`src/rtl/shift_add_multiplier.sv`:
```
`default_nettype none
// ============================================================================
// Module      : shift_add_multiplier
// Description : Sequential signed/unsigned shift-and-add multiplier, one
//               WIDTH+1-bit adder reused over WIDTH iterations.
// Revision    : 1.0 - initial release
// ============================================================================
module shift_add_multiplier #(
    parameter int WIDTH = 16
) (
    input  logic                 clk,
    input  logic                 reset,
    input  logic                 start,
    input  logic                 signed_mode,
    input  logic [WIDTH-1:0]     multiplicand,
    input  logic [WIDTH-1:0]     multiplier,
    output logic                 busy,
    output logic                 validity,
    output logic [2*WIDTH-1:0]   result
);

    localparam int              c_CW   = $clog2(WIDTH) + 1;
    localparam logic [c_CW-1:0] c_LAST = c_CW'(WIDTH - 1);
    localparam logic [c_CW-1:0] c_ONE  = c_CW'(1);

    typedef enum logic [1:0] {
        ST_IDLE    = 2'd0,
        ST_ITERATE = 2'd1,
        ST_FINISH  = 2'd2
    } state_t;

    state_t               r_state;
    state_t               w_state_next;
    logic [c_CW-1:0]      r_cnt;
    logic [WIDTH-1:0]     r_mcand;
    logic [2*WIDTH-1:0]   r_acc;      // {acc_hi, multiplier being shifted out}
    logic                 r_sign;
    logic                 r_valid;
    logic [2*WIDTH-1:0]   r_result;

    logic [WIDTH-1:0]     w_mag_a;
    logic [WIDTH-1:0]     w_mag_b;
    logic [WIDTH-1:0]     w_addend;
    logic [WIDTH:0]       w_sum;
    logic [2*WIDTH-1:0]   w_prod_neg;

    // Magnitude of the most negative value wraps to itself, read as unsigned.
    assign w_mag_a    = (signed_mode && multiplicand[WIDTH-1]) ? -multiplicand : multiplicand;
    assign w_mag_b    = (signed_mode && multiplier[WIDTH-1])   ? -multiplier   : multiplier;
    assign w_addend   = r_acc[0] ? r_mcand : '0;
    assign w_sum      = {1'b0, r_acc[2*WIDTH-1:WIDTH]} + {1'b0, w_addend};
    assign w_prod_neg = -r_acc;

    always_ff @(posedge clk) begin
        if (reset) begin
            r_state <= ST_IDLE;
        end else begin
            r_state <= w_state_next;
        end
    end

    always_comb begin
        w_state_next = r_state;
        case (r_state)
            ST_IDLE:    if (start) w_state_next = ST_ITERATE;
            ST_ITERATE: if (r_cnt == c_LAST) w_state_next = ST_FINISH;
            ST_FINISH:  w_state_next = ST_IDLE;
            default:    w_state_next = ST_IDLE;
        endcase
    end

    always_ff @(posedge clk) begin
        if (reset) begin
            r_cnt    <= '0;
            r_mcand  <= '0;
            r_acc    <= '0;
            r_sign   <= 1'b0;
            r_valid  <= 1'b0;
            r_result <= '0;
        end else begin
            case (r_state)
                ST_IDLE: begin
                    if (start) begin
                        r_sign  <= (multiplicand[WIDTH-1] ^ multiplier[WIDTH-1]) & signed_mode;
                        r_mcand <= w_mag_a;
                        r_acc   <= {{WIDTH{1'b0}}, w_mag_b};
                        r_cnt   <= '0;
                        r_valid <= 1'b0;
                    end
                end
                ST_ITERATE: begin
                    // Carry lands in the top bit as the whole register shifts right.
                    r_acc <= {w_sum, r_acc[WIDTH-1:1]};
                    r_cnt <= r_cnt + c_ONE;
                end
                ST_FINISH: begin
                    r_result <= r_sign ? w_prod_neg : r_acc;
                    r_valid  <= 1'b1;
                end
                default: ;
            endcase
        end
    end

    assign busy     = (r_state != ST_IDLE);
    assign validity = r_valid;
    assign result   = r_result;

endmodule
`default_nettype wire
```
`config.mk`:
```
export PLATFORM = sky130hd
export DESIGN_NAME = shift_add_multiplier
export DESIGN_NICKNAME = d
export VERILOG_FILES = /design/src/rtl/shift_add_multiplier.sv
export SDC_FILE = /design/constraint.sdc
export NUM_CORES = 1
export LEC_CHECK = 0
export CORE_ASPECT_RATIO = 0.8
export CORE_MARGIN = 1
export CORE_UTILIZATION = 60
export CTS_BUF_LIST = sky130_fd_sc_hd__clkbuf_2
export CTS_CLUSTER_DIAMETER = 120
export DETAILED_ROUTE_END_ITERATION = 10
export PLACE_DENSITY_LB_ADDON = 0.25
export SLEW_MARGIN = 25
export SYNTH_ARGS = -nofsm -noshare
export SYNTH_HDL_FRONTEND = slang
export SYNTH_SLANG_ARGS = --single-unit
export TNS_END_PERCENT = 5
```
`constraint.sdc`:
```
create_clock -name clk -period 7.98 [get_ports clk]
set_input_delay 2.394 -clock clk [delete_from_list [all_inputs] [get_ports clk]]
set_output_delay 2.394 -clock clk [all_outputs]
set_load 0.02 [all_outputs]
```
==> results of run 1 <==
[area by class of cell]
type	instances	share of cell area, %
clock inverters	7	0.758
clock buffers	9	0.738
inverters	19	1.17
well taps	112	2.30
flip-flops and latches	89	29.2
repair buffers	74	11.8
multi-input cells	510	54.0
[stage by stage]
stage / util, % / cells / power (uW) / setup WS, ns
after detailed placement: 70.6 / 804 / 665 / 3.39
after floorplan: - / 653 / 605 / 4.05
after global routing: 71.6 / 820 / 900 / 3.55
after global placement: 70.6 / 804 / 656 / 3.47
final: 71.6 / 820 / 857 / 3.68
after CTS: 71.6 / 820 / 857 / 3.65
[synth_stat cells (8+ instances only)]
library cell,n,area [sq um]
or3_1,8,50.1
inv_1,19,71.3
and2_1,19,119
nand2b_1,9,56.3
o21ai_0,31,155
xnor2_1,22,193
dfxtp_1,89,1780
a222oi_1,12,120
ha_1,21,263
nor2_1,89,334
a21oi_1,44,220
clkbuf_1,32,120
xor2_1,36,315
nor3_1,10,50.1
nand3_1,14,70.1
nand2_1,54,203
a211oi_1,30,225
[state kept, by name, indices dropped and copies added (netlist names)]
| name | cells |
|---|---|
| r_acc | 32 |
| r_cnt | 5 |
| r_mcand | 16 |
| r_sign | 1 |
| r_state | 2 |
| result | 32 |
| validity | 1 |
[worst max-delay path by stage]
stage,slack [ns],cells after the start,to
floorplan,4.05,6,r_acc[13]
global placement,3.47,7,r_acc[13]
detailed placement,3.39,7,r_acc[13]
CTS,3.65,3,busy
global route,3.55,3,busy
finish,3.68,3,busy
[tightest hold or removal path: cells and delay by family, from the launching register on]
kind / cells / cell delay, ns
AND/OR/NAND/NOR: 1 / 0.05
AO/OA/AOI/OAI: 1 / 0.05
flip-flops: 1 / 0.36
[layer usage]
layer	track usage (%)	part of all wire, %
met5	0	0
met4	10.1	1.8
met3	5.47	7.5
met2	44.9	44
met1	38.8	47
[cells by family (layout without fill, tap and decap cells)]
logic type	after synthesis	count (layout)	synth area share, %
AO/OA/AOI/OAI	189	189	25.0
XOR/XNOR	58	58	9.63
adder cells (fa/ha/maj)	22	22	5.36
buffers and inverters	54	109	3.84
flip-flops	89	89	33.8
multiplexers	2	2	0.380
AND/OR/NAND/NOR	239	239	22.0
[power by group through the flow]
stage               combinational, uW  clock, uW  sequential, uW
global placement                  165          0             491
detailed placement                172          0             493
global route                      190        222             488
CTS                               172        200             484
finish                            174        197             486
floorplan                         124          0             481
==> reports/results.ini, run 1 <==
[status]
status=finished, final reports clean

[die]
initial_core_util_pct=61.9
fp-row-count=30
core-area_sq_um=8520
ios=70
die_area_sq_um=9170
die_y_um=85.9
die_w_um=107

[detailed_routing]
route.detailed.drc=0
vias_per_cell=6.15
first_iter_violations=352
wire_per_inst_um=15.7
detail-route-antenna-nets=0
first_pass_iters=7
vias=5040
wl_um=12900

[min_path]
min_to=r_mcand[8]
hp-start=r_mcand[8]
whs_path_depth=2
hold_path.class=reg -> reg

[clock_network]
clk_latency_ns=0.57
cts_sinks=89
cts_tree=done
cts_hold_buffers=0
cts_max_path_buffers=2
htreeDepth=3
path_clk_slew_ns=0.25
cts_made_buffers=9
postCtsSetupBuffers=0
root_buffer=clkbuf_2
ctsResizeCount=0

[cells_and_area]
final_cell_area_sq_um=6100
multi_input_area_sq_um=3300
final_nets=761
syn2layout_area_growth_pct=15.8
fill_cells=703
diodes=0
mostFrequentLayoutCells=nor2_1 (89), dfxtp_1 (89), clkdlybuf4s50_1 (68), nand2_1 (54), a21oi_1 (44)
final_layout_size_suffix_gt1_share_pct=5.08
regArea_sq_um=1780

[global_routing]
grt_max_degree=83
grt_antenna_before_repair=0
grt_pass1_wl_um=20900
grt-ovfl-total=0
grt_pass1_vias=4518
grt_usage_pct=28.4

[logic_synthesis]
synth_edf_count=0
syn_avg_cell_area_sq_um=8.08
ys_ff_latch=89
netlist_area_sq_um=5270
synthesis.nets=711
synth_ff_type=dfxtp_1
synth_cell_types=64
yosysWarnings=0
syn_inst=653
async_reset_ff_share_pct=0
ys_seq_area_share_pct=33.8

[critical_path]
critical_path.reg2reg.endpoint=r_acc[31]
worst-path-max-fanout=8
r2r_slack_ns=4.73
regToRegStartpoint=r_acc[0]
path_cells=nor2_1 -> inv_1 -> clkdlybuf4s50_1
reg2regPathDepth=10
cp-start-kind=flop
cp.arrival_ns=1.91
cp-end-kind=output port
crit_start=r_state[0]
critical_path.max_stage_delay_ns=0.59
cp_top_family=buffers and inverters
path_buf_inv=2
worstSetupPathType=reg -> out
slowest_stage=clkdlybuf4s50_1
cp.required_ns=5.59

[power]
intPower_uw=574
worst_ir_drop_vdd_v=0.000102
power_density_nw_per_um2=140
pwr-share-clk_pct=23.0
p_sw_share_pct=33.0
p_leak_uw=0.00226
p_comb_share_pct=20.3
power.switching_uw=283
power_frac_seq_pct=56.7

[timing]
setup_viol=0
finalCritPeriodShare_pct=53.9
rsz0062_at_grt=false
finClkSkew_ns=0.0255
drv_slew=0
slew_headroom_pct=32.9
tightest_slew_ns=1.01
max_clock_freq_ghz=0.232
whs_ns=0.467
fin_crit_ns=4.30
fin_setup_tns_ns=0
hold_viol=0

[place]
gp_congestion=0.905
dpl_cell_area_sq_um=6010
io_buffers=69
dp_hpwl_um=9620

[job]
maxCapViolations=0

(Power assumes the default switching activity.)
==> inputs of run 2 (changes only) <==
--- a/config.mk
+++ b/config.mk
@@ -7,7 +7,7 @@
 export LEC_CHECK = 0
 export CORE_ASPECT_RATIO = 0.8
 export CORE_MARGIN = 1
-export CORE_UTILIZATION = 60
+export CORE_UTILIZATION = 57
 export CTS_BUF_LIST = sky130_fd_sc_hd__clkbuf_2
 export CTS_CLUSTER_DIAMETER = 120
 export DETAILED_ROUTE_END_ITERATION = 10
==> constraint.sdc (replaced) <==
create_clock -name clk -period 4.26 [get_ports clk]
set_input_delay 1.278 -clock clk [delete_from_list [all_inputs] [get_ports clk]]
set_output_delay 1.278 -clock clk [all_outputs]
set_load 0.02 [all_outputs]
==> run 2 against run 1 <==
Net effect: register-to-register slack got worse by 3.4 ns; setup slack worse by 2.5 ns; clock skew rose by 0.0015 ns; highest routed layer unchanged.
==> reports/results.ini, run 2 (synthesis gave the netlist of run 1 again) <==
[status]
status=finished, final reports clean

[place]
io_buffers=69  ; unchanged
dp_hpwl_um=9670  ; +0.60%
gp_congestion=0.901  ; -0.41%

[die]
die_area_sq_um=9640  ; +5.2%
core-area_sq_um=8710  ; +2.2%
ios=70  ; unchanged
die_w_um=110  ; +2.5%
die_y_um=88.0  ; +2.5%
initial_core_util_pct=60.6  ; -1.3 points
fp-row-count=30  ; unchanged

[clock_network]
cts_hold_buffers=0  ; unchanged
cts_sinks=89  ; unchanged
clk_latency_ns=0.56  ; about the same
path_clk_slew_ns=0.22  ; -0.03 ns
cts_made_buffers=9  ; unchanged
ctsResizeCount=0  ; unchanged
root_buffer=clkbuf_2
postCtsSetupBuffers=0  ; unchanged
cts_tree=done
htreeDepth=3  ; unchanged
cts_max_path_buffers=2  ; unchanged

[timing]
finalCritPeriodShare_pct=73.6
hold_viol=0  ; unchanged
rsz0062_at_grt=false
fin_setup_tns_ns=0  ; unchanged
fin_crit_ns=3.13
finClkSkew_ns=0.0270  ; +0.00151 ns
setup_viol=0  ; unchanged
drv_slew=0  ; unchanged
max_clock_freq_ghz=0.319
tightest_slew_ns=1.03  ; +0.0254 ns
slew_headroom_pct=31.2  ; -1.7 points

[power]
power_density_nw_per_um2=295  ; +110%
p_leak_uw=0.00233  ; +2.9%
power_frac_seq_pct=49.5  ; -7.2 points
pwr-share-clk_pct=32.5  ; +9.5 points
intPower_uw=1310  ; +130%
worst_ir_drop_vdd_v=0.000182  ; +79%
fin_total_pwr_uw=1830  ; +110%
p_comb_share_pct=18.0  ; -2.3 points
p_sw_share_pct=28.1  ; -4.9 points
power.switching_uw=513  ; +81%

[global_routing]
grt_pass1_vias=4421  ; -2.1%
grt-ovfl-total=0  ; unchanged
grt_max_degree=48  ; -42%
grt_usage_pct=28.2  ; -0.20 points
grt_pass1_wl_um=21200  ; +1.6%
grt_antenna_before_repair=0  ; unchanged

[cells_and_area]
final_layout_size_suffix_gt1_share_pct=5.50  ; +0.42 points
diodes=0  ; unchanged
final_nets=762  ; +0.13%
fill_cells=725  ; +3.1%
syn2layout_area_growth_pct=17.6
mostFrequentLayoutCells=nor2_1 (89), dfxtp_1 (89), clkdlybuf4s50_1 (68), nand2_1 (54), a21oi_1 (44)

[job]
maxCapViolations=0  ; unchanged

[critical_path]
reg2regPathDepth=9  ; -1
cp_top_family=buffers and inverters
worst-path-max-fanout=8  ; unchanged
cp-start-kind=flop
path_cells=nor2_1 -> inv_1 -> clkdlybuf4s50_1
cp-end-kind=output port
cp.arrival_ns=1.86  ; -0.05 ns
slowest_stage=clkdlybuf4s50_1
worstSetupPathType=reg -> out
path_depth=3  ; unchanged
critical_path.max_stage_delay_ns=0.59  ; about the same
cp.required_ns=2.98  ; -2.61 ns
path_buf_inv=2  ; unchanged

[min_path]
hold_path.class=reg -> reg
whs_path_depth=2  ; unchanged

[detailed_routing]
first_pass_iters=5  ; -2
route.detailed.drc=0  ; unchanged
vias=4946  ; -1.9%
wire_per_inst_um=15.6  ; -0.29%
detail-route-antenna-nets=0  ; unchanged
wl_um=12800  ; -0.16%
vias_per_cell=6.02  ; -2.0%
first_iter_violations=435  ; +24%

[run 2: cell count changes in the layout (fill, tap and decap cells not counted), sizes merged]
cell | previous run | this run
bufinv | 0 | 4
clkinvlp | 4 | 0
buf | 6 | 7
clkbuf | 9 | 10
inv | 20 | 19
[run 2: worst min-delay path: cells and delay by family (launching register included)]
family | cells | cell delay [ns]
DFF | 1 | 0.36
and+or+nand+nor | 1 | 0.05
AOI/OAI and AO/OA | 1 | 0.05
[run 2: worst paths after layout]
check                              endpoint  slack (ns)   startpoint
worst max-delay path                   busy        1.13   r_state[0]
worst min-delay path            r_mcand[10]        0.47  r_mcand[10]
worst max register to register    r_acc[31]        1.33    r_acc[16]
worst min register to register  r_mcand[10]        0.47  r_mcand[10]
[run 2: through the flow]
stage | utilization (%) | instances | setup slack [ns] | cell area, sq um | hold slack [ns]
after global placement | 69.1 | 805 | 0.893 | 6020 | 0.437
after floorplan | - | 653 | 1.44 | 5270 | 0.427
after detailed placement | 69.1 | 805 | 0.786 | 6020 | 0.444
after CTS | 71.2 | 821 | 1.08 | 6200 | 0.468
final | 71.2 | 821 | 1.13 | 6200 | 0.470
after global routing | 71.2 | 821 | 0.944 | 6200 | 0.488
[run 2: area by class of cell]
| type | count | area, sq um | area share, % |
|---|---|---|---|
| clock buffers | 10 | 50.0 | 0.807 |
| repair buffers | 75 | 731 | 11.8 |
| flip-flops and latches | 89 | 1780 | 28.7 |
| inverters | 19 | 71.3 | 1.15 |
| multi-input cells | 510 | 3300 | 53.2 |
| well taps | 112 | 140 | 2.26 |
| clock inverters | 6 | 130 | 2.10 |
[run 2: metal layers]
| metal | share of wire, % | global-route usage, % | up-vias |
|---|---|---|---|
| met5 | 0 | 0 | - |
| met4 | 1.0 | 7.76 | 0 |
| met3 | 7.3 | 6.85 | 17 |
| met2 | 43 | 43.2 | 192 |
| met1 | 49 | 39.6 | 2259 |
| li1 | - | - | 2478 |
[run 2: power by group through the flow]
stage / clock, uW / sequential (uW) / combinational (uW)
after floorplan: 0 / 902 / 232
after global placement: 0 / 916 / 315
after detailed placement: 0 / 918 / 325
after CTS: 606 / 902 / 327
after global routing: 641 / 908 / 365
final: 594 / 904 / 330
==> inputs of run 3 (changes only) <==
--- a/config.mk
+++ b/config.mk
@@ -7,7 +7,7 @@
 export LEC_CHECK = 0
 export CORE_ASPECT_RATIO = 0.8
 export CORE_MARGIN = 1
-export CORE_UTILIZATION = 57
+export CORE_UTILIZATION = 52
 export CTS_BUF_LIST = sky130_fd_sc_hd__clkbuf_2
 export CTS_CLUSTER_DIAMETER = 120
 export DETAILED_ROUTE_END_ITERATION = 10
==> constraint.sdc (replaced) <==
create_clock -name clk -period 2.6 [get_ports clk]
set_input_delay 0.78 -clock clk [delete_from_list [all_inputs] [get_ports clk]]
set_output_delay 0.78 -clock clk [all_outputs]
set_load 0.02 [all_outputs]
==> run 3 against run 2 <==
Net effect: setup slack worse by 1.0 ns; routed wire length up 3.1%; count of clock-buffer cells in the layout unchanged; design area up 5.1%; sequential cell count unchanged; register-to-register slack worse by 1.2 ns; core utilization down 4.2 points; first-iteration DRC count up 1.1%; sequential power up 63%; largest power group unchanged.
==> reports/results.ini, run 3 (synthesis gave the netlist of run 1 again) <==
[status]
status=finished, final reports clean

[place]
place_ws_ns=-0.309  ; -1.09 ns
dp_hpwl_um=10400  ; +7.1%
io_buffers=69  ; unchanged
gp_congestion=0.910  ; +0.93%

[timing]
finClkSkew_ns=0.0310  ; +0.00396 ns
worst_slack_ns=0.0909  ; -1.03 ns
hold_viol=0  ; unchanged
drv_slew=0  ; unchanged
setup_viol=0  ; unchanged
slew_headroom_pct=65.4  ; +34 points
fin_crit_ns=2.51
max_clock_freq_ghz=0.399
rsz0062_at_grt=true
tightest_slew_ns=0.516  ; -0.515 ns
finalCritPeriodShare_pct=96.5

[global_routing]
grt-ovfl-total=0  ; unchanged
grt_usage_pct=26.4  ; -1.8 points
grt_pass1_wl_um=21900  ; +3.3%
grt_antenna_before_repair=0  ; unchanged
grt_pass1_vias=4574  ; +3.5%
grt_max_degree=41  ; -15%

[cells_and_area]
final_common_cell=nor2_1
mostFrequentLayoutCells=nor2_1 (88), dfxtp_1 (86), clkdlybuf4s50_1 (67), nand2_1 (54), buf_4 (43)
diodes=0  ; unchanged
final_layout_size_suffix_gt1_share_pct=11.2  ; +5.7 points
multi_input_area_sq_um=3320  ; +0.61%
final_nets=800  ; +5.0%
regArea_sq_um=1790  ; +0.35%
syn2layout_area_growth_pct=23.6
fill_cells=854  ; +18%
utilization_pct=67.0  ; -4.2 points

[detailed_routing]
first_pass_iters=5  ; unchanged
detail-route-antenna-nets=0  ; unchanged
wire_per_inst_um=15.0  ; -4.1%
wl_um=13200  ; +3.1%
vias=4981  ; +0.71%
route.detailed.drc=0  ; unchanged
first_iter_violations=440  ; +1.1%
vias_per_cell=5.64  ; -6.4%

[critical_path]
crit_end=r_acc[31]
reg2regPathDepth=10  ; +1
r2r_slack_ns=0.09  ; -1.24 ns
worst-path-max-fanout=3  ; -5
cp.required_ns=3.07  ; +0.09 ns
cp-start-kind=flop
cp-end-kind=flop
slowest_stage=dfxtp_2
critical_path.max_stage_delay_ns=0.42  ; -0.17 ns
worstSetupPathType=reg -> reg
path_cells=and2_1 -> ha_1 -> inv_1 -> fa_1 -> nor2b_2 -> o2111ai_2 -> a21oi_2 -> o311ai_1 -> a21o_1 -> a2111oi_1
critical_path.reg2reg.endpoint=r_acc[31]
cp.arrival_ns=2.98  ; +1.12 ns
regToRegStartpoint=r_acc[0]
crit_start=r_acc[0]

[die]
ios=70  ; unchanged
die_w_um=115  ; +4.6%
die_y_um=92.1  ; +4.6%
initial_core_util_pct=54.2  ; -6.4 points
die_area_sq_um=10600  ; +9.4%
fp-row-count=32  ; +6.7%
core-area_sq_um=9730  ; +12%

[clock_network]
htreeDepth=3  ; unchanged
clk_latency_ns=0.58  ; +0.02 ns
path_clk_slew_ns=0.24  ; +0.02 ns
cts_sinks=89  ; unchanged
cts_made_buffers=9  ; unchanged
cts_max_path_buffers=2  ; unchanged
cts_tree=done
root_buffer=clkbuf_2

[power]
worst_ir_drop_vdd_v=0.000390  ; +110%
power_density_nw_per_um2=440  ; +49%
p_leak_uw=0.00252  ; +8.3%

[job]
maxCapViolations=0  ; unchanged

[min_path]
hp-start=r_mcand[6]
hold_path.class=reg -> reg

## run 3: changes by cell type in the layout (fill, tap and decap cells not counted), sizes merged
cell / before / now
buf: 7 / 45
bufinv: 4 / 2
clkdlybuf4s50: 68 / 67
clkinv: 2 / 3
dlymetal6s2s: 0 / 1
inv: 19 / 20
## run 3: layout make-up
cell class	instances	area share [%]
multi-input cells	510	50.9
flip-flops and latches	89	27.4
repair buffers	113	15.8
well taps	136	2.61
clock inverters	6	1.38
inverters	19	1.09
clock buffers	10	0.768
## run 3: per-stage QoR
stage	power [uW]	setup TNS [ns]	instance area [sq um]	std cells	hold WS, ns
2_1_floorplan	1860	0	5300	653	0.427
6_report	2870	0	6520	883	0.468
5_1_grt	3010	-0.0457	6520	883	0.495
3_5_place_dp	2090	-1.21	6350	866	0.444
3_3_place_gp	2070	-0.862	6350	866	0.436
4_1_cts	2880	0	6510	883	0.468
## run 3: where the power goes
group | leakage, uW | switching [uW] | internal (uW)
Combinational | 0.00171 | 339 | 261
Clock | 0.0000841 | 476 | 326
Sequential | 0.000725 | 52.9 | 1420
Total | 0.00252 | 867 | 2000
## run 3: timing repair
item / 4_1_cts / 5_1_grt
buffers inserted: 1 / 0
gates resized for setup: 6 / 6
endpoints found under the setup margin: 4 / 7
hold buffers: 0 / 0
pin swaps: 1 / 0
## run 3: worst min path at each step
| stage | to | slack, ns | cells past startpoint |
|---|---|---|---|
| 6_report | r_mcand[6] | 0.47 | 2 |
| 5_1_grt | r_mcand[10] | 0.49 | 2 |
| 4_1_cts | r_mcand[8] | 0.47 | 2 |
| 3_5_place_dp | r_mcand[6] | 0.44 | 2 |
| 3_3_place_gp | r_mcand[8] | 0.44 | 2 |
| 2_1_floorplan | r_mcand[10] | 0.43 | 2 |
## run 3: critical path: cells and delay by family, from the launching register on
family                     cells  cell delay (ns)
buffers and inverters          1             0.06
and+or+nand+nor                2             0.31
adders and majority gates      2             0.56
AOI/OAI and AO/OA              5             1.05
DFF                            1             0.42
## run 3: metal layers
metal,share of wire [%],GRT usage (%)
met5,0,0
met4,1.5,7.79
met3,7.4,5.22
met2,43,40.5
met1,48,37.3
